### src/rtl/seven_seg_scan_driver.sv
// seven_seg_scan_driver: scans four BCD digits (+DP) onto a shared active-low
// segment bus with a 2-bit PWM brightness; one registered output stage (1 cycle).
// No backpressure. Optional macro LEADING_ZERO_BLANK_EN blanks a leading zero on digit 3.
module seven_seg_scan_driver #(
   parameter int SLOT_BITS = 16
) (
   input  logic        Clk_100M,
   input  logic        Reset_n,
   input  logic [15:0] Digits,
   input  logic [3:0]  DecimalPoints,
   input  logic [1:0]  Brightness,
   output logic [3:0]  SegmentDrivers,
   output logic [7:0]  SevenSegment
);

   logic [SLOT_BITS-1:0] cnt_q, cnt_d;
   logic [1:0]           idx_q, idx_d;
   logic [15:0]          sh_dig_q, sh_dig_d;
   logic [3:0]           sh_dp_q, sh_dp_d;
   logic [1:0]           sh_bri_q, sh_bri_d;
   logic [3:0]           an_q, an_d;
   logic [7:0]           seg_q, seg_d;

   logic                 slot_wrap;
   logic                 frame_capture;
   logic [1:0]           phase;
   logic [3:0]           cur_dig;
   logic [6:0]           glyph;
   logic                 digit_en;

   // Scan counters advance every cycle; shadow copies of the inputs are only
   // refreshed on the last cycle of a frame so a frame never shows mixed data.
   always_comb begin
      slot_wrap     = &cnt_q;
      frame_capture = slot_wrap && (idx_q == 2'd3);
      cnt_d         = cnt_q + {{(SLOT_BITS-1){1'b0}}, 1'b1};
      idx_d         = idx_q;
      sh_dig_d      = sh_dig_q;
      sh_dp_d       = sh_dp_q;
      sh_bri_d      = sh_bri_q;
      if (slot_wrap) begin
         idx_d = idx_q + 2'd1;
      end
      if (frame_capture) begin
         sh_dig_d = Digits;
         sh_dp_d  = DecimalPoints;
         sh_bri_d = Brightness;
      end
   end

   // Decode the current shadow digit into an active-low g..a glyph.
   always_comb begin
      cur_dig = sh_dig_q[{idx_q, 2'b00} +: 4];
      glyph   = 7'b1111111;
      case (cur_dig)
         4'd0:    glyph = 7'b1000000;
         4'd1:    glyph = 7'b1111001;
         4'd2:    glyph = 7'b0100100;
         4'd3:    glyph = 7'b0110000;
         4'd4:    glyph = 7'b0011001;
         4'd5:    glyph = 7'b0010010;
         4'd6:    glyph = 7'b0000010;
         4'd7:    glyph = 7'b1111000;
         4'd8:    glyph = 7'b0000000;
         4'd9:    glyph = 7'b0010000;
         default: glyph = 7'b1111111;
      endcase
`ifdef LEADING_ZERO_BLANK_EN
      // Only the leftmost digit is blanked; its DP and anode timing are untouched.
      if ((idx_q == 2'd3) && (cur_dig == 4'd0)) begin
         glyph = 7'b1111111;
      end
`else
`endif
   end

   // PWM gate: the digit is lit for the first (Brightness+1) quarters of its slot.
   always_comb begin
      phase    = cnt_q[SLOT_BITS-1 -: 2];
      digit_en = (phase <= sh_bri_q);
      an_d     = 4'hF;
      seg_d    = 8'hFF;
      if (digit_en) begin
         an_d  = ~(4'b0001 << idx_q);
         seg_d = {~sh_dp_q[idx_q], glyph};
      end
   end

   // State and registered outputs; reset darkens the display immediately.
   always_ff @(posedge Clk_100M or negedge Reset_n) begin
      if (!Reset_n) begin
         cnt_q    <= '0;
         idx_q    <= 2'd0;
         sh_dig_q <= 16'h0000;
         sh_dp_q  <= 4'h0;
         sh_bri_q <= 2'd0;
         an_q     <= 4'hF;
         seg_q    <= 8'hFF;
      end else begin
         cnt_q    <= cnt_d;
         idx_q    <= idx_d;
         sh_dig_q <= sh_dig_d;
         sh_dp_q  <= sh_dp_d;
         sh_bri_q <= sh_bri_d;
         an_q     <= an_d;
         seg_q    <= seg_d;
      end
   end

   assign SegmentDrivers = an_q;
   assign SevenSegment   = seg_q;

endmodule

### config.mk
export PLATFORM = sky130hd
export DESIGN_NAME = seven_seg_scan_driver
export DESIGN_NICKNAME = d
export VERILOG_FILES = /design/src/rtl/seven_seg_scan_driver.sv
export SDC_FILE = /design/constraint.sdc
export NUM_CORES = 1
export LEC_CHECK = 0
export CORE_MARGIN = 5
export CORE_UTILIZATION = 57
export DETAILED_ROUTE_END_ITERATION = 6
export PLACE_DENSITY_LB_ADDON = 0.25
export SLEW_MARGIN = 10
export SYNTH_ARGS = -nofsm -noshare
export SYNTH_HDL_FRONTEND = slang
export SYNTH_SLANG_ARGS = --single-unit
export TNS_END_PERCENT = 50
### constraint.sdc
create_clock -name Clk_100M -period 3.3 [get_ports Clk_100M]
set_input_delay 0.33 -clock Clk_100M [delete_from_list [all_inputs] [get_ports Clk_100M]]
set_output_delay 0.33 -clock Clk_100M [all_outputs]
set_load 0.005 [all_outputs]
==> results of run 1 <==
-- cell usage in the layout, fill, tap and decap left out, types with 2 or more instances in the layout --
cell type	count
sky130_fd_sc_hd__mux2_2	23
sky130_fd_sc_hd__ha_1	12
sky130_fd_sc_hd__nand3_1	7
sky130_fd_sc_hd__xnor2_1	12
sky130_fd_sc_hd__and3_1	5
sky130_fd_sc_hd__inv_1	10
sky130_fd_sc_hd__clkbuf_8	6
sky130_fd_sc_hd__and4_1	2
sky130_fd_sc_hd__xor2_1	3
sky130_fd_sc_hd__nor2_1	2
sky130_fd_sc_hd__dfrtp_1	40
sky130_fd_sc_hd__nand4_1	3
sky130_fd_sc_hd__clkdlybuf4s50_1	34
sky130_fd_sc_hd__mux4_1	4
sky130_fd_sc_hd__o21ai_1	2
sky130_fd_sc_hd__dfstp_2	12
sky130_fd_sc_hd__nand2_1	11
sky130_fd_sc_hd__clkbuf_1	2
sky130_fd_sc_hd__o21ai_0	6
sky130_fd_sc_hd__mux2i_1	3
-- routing by layer --
| layer | up-vias | routed length [microns] | GRT usage (%) |
|---|---|---|---|
| li1 | 663 | - | - |
| met1 | 698 | 1590 | 19.9 |
| met2 | 33 | 2230 | 29.7 |
| met3 | 5 | 208 | 4.05 |
| met4 | 0 | 61 | 5.93 |
| met5 | - | 0 | 0 |
-- path summary, 6_finish.rpt --
path	cells past startpoint	endpoint	slack [ns]
worst max-delay path	4	sh_dig_q[2]	1.03
worst min-delay path	1	cnt_q[11]	0.05
worst max register to register	4	sh_dig_q[2]	1.03
worst min register to register	1	cnt_q[11]	0.48
max in group asynchronous	1	sh_bri_q[0]	2.82
min in group Clk_100M	1	cnt_q[11]	0.48
-- where the power goes --
group | switching [mW] | total, mW | internal (mW)
clock network | 0.192 | 0.363 | 0.171
registers | 0 | 0.637 | 0.637
logic | 0.0155 | 0.0390 | 0.0235
total | 0.207 | 1.04 | 0.832
-- sequential cells by signal, summed over array words and instances, names as in the netlist --
register,count
idx_q,2
sh_dig_q,16
cnt_q,16
sh_bri_q,2
SegmentDrivers,4
SevenSegment,8
sh_dp_q,4
-- synthesized netlist by cell type (all sizes together) (2+ instances only) --
cell,count,area (sq um)
dfstp,12,315
dfrtp,40,1000
mux2i,3,30.0
nand4,3,18.8
nand2,11,41.3
o21ai,8,40.0
xnor2,12,105
buf,5,52.6
nor2,2,7.51
ha,12,150
mux2,24,274
mux4,5,128
and4,2,17.5
nor3,2,21.3
inv,10,37.5
and3,5,31.3
nand3,8,52.6
xor2,3,26.3
-- final cells by class --
cell class	count	area share, %
Clock buffer	8	3.19
Inverter	10	1.33
Multi-Input combinational cell	104	34.4
Sequential cell	52	46.6
Tap cell	50	2.21
Timing Repair Buffer	35	12.3
-- stage by stage --
step	area, sq um	power [mW]
detailed placement	2730	0.689
finish	2830	1.04
floorplan	2380	0.650
CTS	2820	1.05
global route	2830	1.08
global placement	2730	0.687
-- cells by family after synthesis --
logic type / count (synthesis) / synth area share [%]
buffers and inverters: 15 / 3.79
AOI/OAI and AO/OA: 9 / 2.00
xor gates and xnor gates: 15 / 5.52
and+or+nand+nor: 36 / 8.89
DFF: 52 / 55.3
muxes: 32 / 18.1
adders and majority gates: 12 / 6.31
==> flow_summary.ini, run 1 <==
[power]
peakVddDrop_uv = 382
cellLeakagePower_nw = 1.31
power-per-cell-area_nw_per_um2 = 368

[clock_tree]
tritoncts_clock_tree = done
worst_skew_pair.late_latency_ns = 0.30
cts_max_path_buffers = 2
tritoncts.num_buffers = 5
clkTransAtPathRegs_ns = 0.09
cts_repair_resize_count = 0
htreeDepth = 2
tritoncts_sink_count = 52
postCtsHoldBufs = 0
clock_tree.root_cell = sky130_fd_sc_hd__clkbuf_8
post_cts.repair.setup_buffers = 0

[synthesis]
postSynthCellCount = 171
synth_warnings = 0
post_syn_area_sq_um = 2380
synth_top_flop_cell = sky130_fd_sc_hd__dfrtp_1
synth-edff-count = 0
ffs_latches_synth = 52
synth_nets = 207
syn_area_per_cell_sq_um = 13.9
async_flop_share_pct = 100
yosysSeqAreaShare_pct = 55.3
synth_cell_types = 28

[floorplan]
io_pins = 36
die_width_microns = 74.6
placementRows = 23
floorplan.die_area_sq_um = 5560
area_of_the_placeable_core_sq_um = 4030
die_height_microns = 74.6
start_util_pct = 59.0

[timing]
final.setup.tns_ns = 0
fmaxAchievable_mhz = 440
layout_worst_path_cycle_share_pct = 68.8
final_hold_viol_count = 0
slew_hr_pct = 34.6
fin_worst_skew_ns = 0.00715
worst_slack_ns = 1.03
timing.hold.ws_ns = 0.0460
finalMaxSlewViolations = 0
worstMarginPinSlew_ns = 0.977
timing.final.setup_violations = 0
final.min_clock_period_ns = 2.27
rsz0062_at_grt = no

[global_routing]
grt_max_degree = 53
grt_pass1_vias = 1508
antenna_found_initial = 0
grt_first_pass_wirelength_microns = 7010
grt.overflow.total = 0
grt_use_total_pct = 16.8

[route]
via_count = 1399
drt.antenna.violating_nets = 0
first_drt_iteration_drcs = 75
wl_microns = 4090
total_drc_errors_in_the_routed_layout = 0
vias_per_inst = 5.40
post_drt_wl_per_cell_microns = 15.8
detail_route.first_pass.iterations = 4

[placed_design]
dp_cells = 251
place_congestion = 0.888
placement.io_buffers = 35
placement.setup.worst_slack_ns = 1.02
place_hpwl_microns = 3050

[layout]
final-instance-count-excl-fill = 259
finish.utilization_pct = 70.2
nFillCells = 297
antenna_cells_inserted = 0
multi_input_area_sq_um = 972
area_delta_synth_final_pct = 18.8
area_used_by_sequential_logic_in_the_layout_sq_um = 1320
layout_cell_share_with_drive_strength_beyond_1_pct = 22.5
finish.net_count = 244

[worst_setup_path]
critical_path.n_buffers_inverters = 0
timing.critical_path.from = cnt_q[2]
cell_type_group_with_the_largest_total_delay_on_the_critical_path = simple AND/OR/NAND/NOR gates
timing.critical_path.slowest_cell_delay_ns = 0.81
crit_path_max_fanout = 22
setup.worst_path.class = reg2reg
reg2reg_from = cnt_q[2]
cp.required_ns = 3.49
worstPathArrival_ns = 2.46
end_kind = flop
cp-start-kind = flop
crit_chain = and4_1 -> nand3_4 -> nor3_4 -> mux2_2
timing.critical_path.slowest_stage_cell = sky130_fd_sc_hd__nor3_4

[status]
outcome = finished, final reports clean

[job]
maxCapViolations = 0

[hold_path]
min-delay-path-class = in2async
No activity file was read; power rests on OpenSTA's default activity.
==> inputs of run 2 (changes only) <==
--- a/config.mk
+++ b/config.mk
@@ -6,7 +6,7 @@
 export NUM_CORES = 1
 export LEC_CHECK = 0
 export CORE_MARGIN = 5
-export CORE_UTILIZATION = 57
+export CORE_UTILIZATION = 53
 export DETAILED_ROUTE_END_ITERATION = 6
 export PLACE_DENSITY_LB_ADDON = 0.25
 export SLEW_MARGIN = 10
==> constraint.sdc (replaced) <==
create_clock -name Clk_100M -period 2.2 [get_ports Clk_100M]
set_input_delay 0.22 -clock Clk_100M [delete_from_list [all_inputs] [get_ports Clk_100M]]
set_output_delay 0.22 -clock Clk_100M [all_outputs]
set_load 0.005 [all_outputs]
==> run 2 against run 1 <==
  * Die area rose by 6.5%
  * First-iteration DRC count rose by 61%
  * Total power grew 51%
  * Critical path type unchanged
==> flow_summary.ini, run 2 (same netlist as run 1, synthesis figures left out) <==
[timing]
final.setup.tns_ns = 0
finalMaxSlewViolations = 0
timing.final.setup_violations = 0
worstMarginPinSlew_ns = 0.532
worst_slack_ns = 0.214
layout_worst_path_cycle_share_pct = 90.3
slew_hr_pct = 64.6
final_hold_viol_count = 0
fin_worst_skew_ns = 0.0140
rsz0062_at_grt = no
final.min_clock_period_ns = 1.99
fmaxAchievable_mhz = 504

[placed_design]
place_hpwl_microns = 3090
place_congestion = 0.747
placement.setup.worst_slack_ns = 0.250
placement.io_buffers = 35

[layout]
nFillCells = 318
layout_common_cells = 40 x sky130_fd_sc_hd__dfrtp_1, 34 x sky130_fd_sc_hd__clkdlybuf4s50_1, 23 x sky130_fd_sc_hd__mux2_2
layout_cell_share_with_drive_strength_beyond_1_pct = 23.8
antenna_cells_inserted = 0
finish.net_count = 249
area_delta_synth_final_pct = 21.0
multi_input_area_sq_um = 972
layout_commonest_cell = sky130_fd_sc_hd__dfrtp_1
area_used_by_sequential_logic_in_the_layout_sq_um = 1320

[power]
cellLeakagePower_nw = 1.34
peakVddDrop_uv = 370
power-per-cell-area_nw_per_um2 = 545

[clock_tree]
tritoncts.num_buffers = 5
clkTransAtPathRegs_ns = 0.10
htreeDepth = 2
tritoncts_clock_tree = done
clock_tree.root_cell = sky130_fd_sc_hd__clkbuf_8
cts_max_path_buffers = 2
worst_skew_pair.late_latency_ns = 0.30
cts_repair_resize_count = 0
tritoncts_sink_count = 52

[route]
vias_per_inst = 5.36
first_drt_iteration_drcs = 121
drt.antenna.violating_nets = 0
wl_microns = 4140
total_drc_errors_in_the_routed_layout = 0
detail_route.first_pass.iterations = 4
via_count = 1425
post_drt_wl_per_cell_microns = 15.6

[floorplan]
placementRows = 24
die_width_microns = 77.0
floorplan.die_area_sq_um = 5930
area_of_the_placeable_core_sq_um = 4350
die_height_microns = 77.0
start_util_pct = 54.6
io_pins = 36

[worst_setup_path]
reg2reg_from = idx_q[0]
setup_slack_on_the_worst_flop_to_flop_path_ns = 0.21
cp.required_ns = 2.42
crit-reg2reg-capture = SevenSegment[3]
r2r_cells = 6
setup.worst_path.class = reg2reg
cp-start-kind = flop
end_kind = flop
worstPathArrival_ns = 2.21
crit_path_max_fanout = 4

[global_routing]
grt_max_degree = 30
grt.overflow.total = 0
grt_first_pass_wirelength_microns = 7100
antenna_found_initial = 0
grt_use_total_pct = 14.9
grt_pass1_vias = 1505

[job]
maxCapViolations = 0

[hold_path]
min-delay-path-class = in2async

[status]
outcome = finished, final reports clean
[run 2: cell count changes in the layout (fill, tap and decap cells not counted)]
cell	before	now
sky130_fd_sc_hd__buf_2	0	1
sky130_fd_sc_hd__buf_4	1	3
sky130_fd_sc_hd__buf_12	0	1
sky130_fd_sc_hd__dlygate4sd3_1	0	1
[run 2: area by class of cell]
cell class	instances	share of cell area, %
inverters	10	1.30
well taps	52	2.26
repair buffers	40	13.8
clock buffers	8	3.13
multi-input cells	104	33.8
flip-flops and latches	52	45.7
[run 2: stage by stage]
stage | cell area (sq um) | utilization, % | total power [mW] | hold slack (ns) | cells
finish | 2880 | 66.1 | 1.57 | 0.438 | 266
CTS | 2880 | 66.1 | 1.58 | 0.470 | 266
global route | 2880 | 66.1 | 1.63 | 0.501 | 266
global placement | 2780 | 63.8 | 1.03 | 0.221 | 257
detailed placement | 2780 | 63.8 | 1.04 | 0.237 | 257
floorplan | 2380 | - | 0.975 | -0.0756 | 171
[run 2: where the power goes]
group / switching (mW) / leakage (nW) / internal (mW)
registers: 0 / 0.669 / 0.956
logic: 0.0233 / 0.623 / 0.0368
clock network: 0.296 / 0.0455 / 0.257
total: 0.320 / 1.34 / 1.25
[run 2: worst max-delay path by stage]
stage / start / to / slack (ns) / cells past startpoint
final: idx_q[0] / SevenSegment[3] / 0.21 / 6
after global routing: idx_q[0] / SevenSegment[3] / 0.002 / 6
after CTS: idx_q[0] / SevenSegment[3] / 0.22 / 6
after detailed placement: idx_q[0] / SevenSegment[3] / 0.25 / 6
after global placement: idx_q[0] / SevenSegment[4] / 0.37 / 7
after floorplan: idx_q[0] / SevenSegment[4] / 0.31 / 8
[run 2: repair_timing]
item,CTS,global route
endpoints found under the hold margin,22,0
hold buffers,1,0
buffers inserted,0,0
[run 2: worst max-delay path, cell delays in order (launching register included)]
cell,delay (ns)
sky130_fd_sc_hd__dfrtp_1,0.46
sky130_fd_sc_hd__mux4_1,0.66
sky130_fd_sc_hd__inv_1,0.17
sky130_fd_sc_hd__ha_1,0.25
sky130_fd_sc_hd__nand2_1,0.08
sky130_fd_sc_hd__o21ai_0,0.08
sky130_fd_sc_hd__o21ai_0,0.21
[run 2: routing by layer]
| metal | wire length, microns | up-vias | track usage (%) |
|---|---|---|---|
| met5 | 0 | - | 0 |
| met4 | 17 | 0 | 4.12 |
| met3 | 205 | 4 | 4.68 |
| met2 | 2060 | 36 | 24.5 |
| met1 | 1860 | 705 | 19.0 |
| li1 | - | 680 | - |
==> inputs of run 3 (changes only) <==
--- a/config.mk
+++ b/config.mk
@@ -9,6 +9,8 @@
 export CORE_UTILIZATION = 53
 export DETAILED_ROUTE_END_ITERATION = 6
 export PLACE_DENSITY_LB_ADDON = 0.25
+export SETUP_SLACK_MARGIN = 0.1
+export SKIP_CTS_REPAIR_TIMING = 1
 export SLEW_MARGIN = 10
 export SYNTH_ARGS = -nofsm -noshare
 export SYNTH_HDL_FRONTEND = slang
==> run 3 against run 2 <==
  * Combinational power about the same
  * Routed wire length about the same
  * Register-to-register slack improved by 0.10 ns
  * Via count is the same
  * First-iteration DRC count down 3.3%
  * Critical path type unchanged
  * Critical endpoint is now SevenSegment[4]
==> flow_summary.ini, run 3 (same netlist as run 1, synthesis figures left out) <==
[timing]
layout_worst_path_cycle_share_pct = 85.6
worstMarginPinSlew_ns = 0.531
final_hold_viol_count = 0
final.setup.tns_ns = 0
slew_hr_pct = 64.6
fin_worst_skew_ns = 0.0138
fmaxAchievable_mhz = 531
rsz0062_at_grt = no
finalMaxSlewViolations = 0
timing.final.setup_violations = 0
final.min_clock_period_ns = 1.88

[clock_tree]
tritoncts.num_buffers = 5
clock_tree.root_cell = sky130_fd_sc_hd__clkbuf_8
cts_max_path_buffers = 2
clkTransAtPathRegs_ns = 0.10
tritoncts_sink_count = 52
worst_skew_pair.late_latency_ns = 0.30
htreeDepth = 2
tritoncts_clock_tree = done

[layout]
layout_common_cells = 39 x sky130_fd_sc_hd__dfrtp_1, 34 x sky130_fd_sc_hd__clkdlybuf4s50_1, 23 x sky130_fd_sc_hd__mux2_2
antenna_cells_inserted = 0
nFillCells = 317
layout_commonest_cell = sky130_fd_sc_hd__dfrtp_1
layout_cell_share_with_drive_strength_beyond_1_pct = 24.3
finish.net_count = 249
area_delta_synth_final_pct = 21.1
fin_area_sq_um = 2880

[floorplan]
die_width_microns = 77.0
io_pins = 36
floorplan.die_area_sq_um = 5930
area_of_the_placeable_core_sq_um = 4350
placementRows = 24
die_height_microns = 77.0
start_util_pct = 54.6

[worst_setup_path]
end_kind = flop
cp-start-kind = flop
worstPathArrival_ns = 2.13
cp.required_ns = 2.45
crit_path_max_fanout = 4
setup.worst_path.class = reg2reg

[global_routing]
grt_first_pass_wirelength_microns = 7060
grt.overflow.total = 0
grt_pass1_vias = 1501
grt_max_degree = 30
grt_use_total_pct = 14.8
antenna_found_initial = 0

[route]
total_drc_errors_in_the_routed_layout = 0
wl_microns = 4140
via_count = 1425
first_drt_iteration_drcs = 117
drt.antenna.violating_nets = 0
vias_per_inst = 5.36
detail_route.first_pass.iterations = 4
post_drt_wl_per_cell_microns = 15.6

[power]
peakVddDrop_uv = 370
power-per-cell-area_nw_per_um2 = 545
cellLeakagePower_nw = 1.34

[placed_design]
place_hpwl_microns = 3090
placement.io_buffers = 35
detailed_place.area_sq_um = 2780
place_congestion = 0.747

[status]
outcome = finished, final reports clean

[hold_path]
min-delay-path-class = in2async

[job]
maxCapViolations = 0
[run 3: changes by cell type in the layout (fill, tap and decap cells not counted)]
cell                      delta
sky130_fd_sc_hd__dfrtp_1     -1
sky130_fd_sc_hd__dfrtp_2     +1
sky130_fd_sc_hd__o21ai_0     -1
sky130_fd_sc_hd__o21ai_1     +1
[run 3: area by class of cell]
cell class	instances	area, sq um	area share [%]
multi-input combinational	104	972	33.8
tap	52	65.1	2.26
timing repair buffer	40	398	13.8
inverter	10	37.5	1.30
clock buffer	8	90.1	3.13
sequential	52	1320	45.7
[run 3: through the flow]
step           hold WS, ns  utilization (%)  total power [mW]  setup slack, ns  cells
3_5_place_dp         0.237             63.8              1.04            0.250    257
5_1_grt              0.501             66.1              1.63            0.151    266
6_report             0.437             66.1              1.57            0.316    266
2_1_floorplan      -0.0756                -             0.975            0.314    171
3_3_place_gp         0.221             63.8              1.03            0.367    257
4_1_cts            -0.0898             65.9              1.58            0.224    265
[run 3: worst max-delay path: stages, from the launching register on]
cell and delay (ns):
sky130_fd_sc_hd__dfrtp_2 0.42, sky130_fd_sc_hd__mux4_1 0.63, sky130_fd_sc_hd__inv_1 0.14, sky130_fd_sc_hd__ha_1 0.16
sky130_fd_sc_hd__inv_1 0.05, sky130_fd_sc_hd__mux2_4 0.25, sky130_fd_sc_hd__o21ai_1 0.11, sky130_fd_sc_hd__nand2_1 0.06
[run 3: where the power goes]
part | internal [mW] | switching (mW)
clock network | 0.257 | 0.296
logic | 0.0368 | 0.0232
registers | 0.956 | 0
[run 3: metal layers]
layer | vias up | track usage (%) | share of wire [%]
met1 | 706 | 18.9 | 45
li1 | 679 | - | -
met4 | 0 | 4.12 | 0.41
met3 | 4 | 4.68 | 4.9
met5 | - | 0 | 0
met2 | 36 | 24.4 | 50
[run 3: worst paths after layout]
path	end	slack (ns)	cells after the start	from
worst max-delay path	SevenSegment[4]	0.32	7	idx_q[0]
worst min-delay path	cnt_q[8]	0.44	2	Reset_n
worst max register to register	SevenSegment[4]	0.32	7	idx_q[0]
worst min register to register	cnt_q[11]	0.47	1	cnt_q[11]
max in group asynchronous	SegmentDrivers[0]	0.97	3	Reset_n
min in group Clk_100M	cnt_q[11]	0.47	1	cnt_q[11]
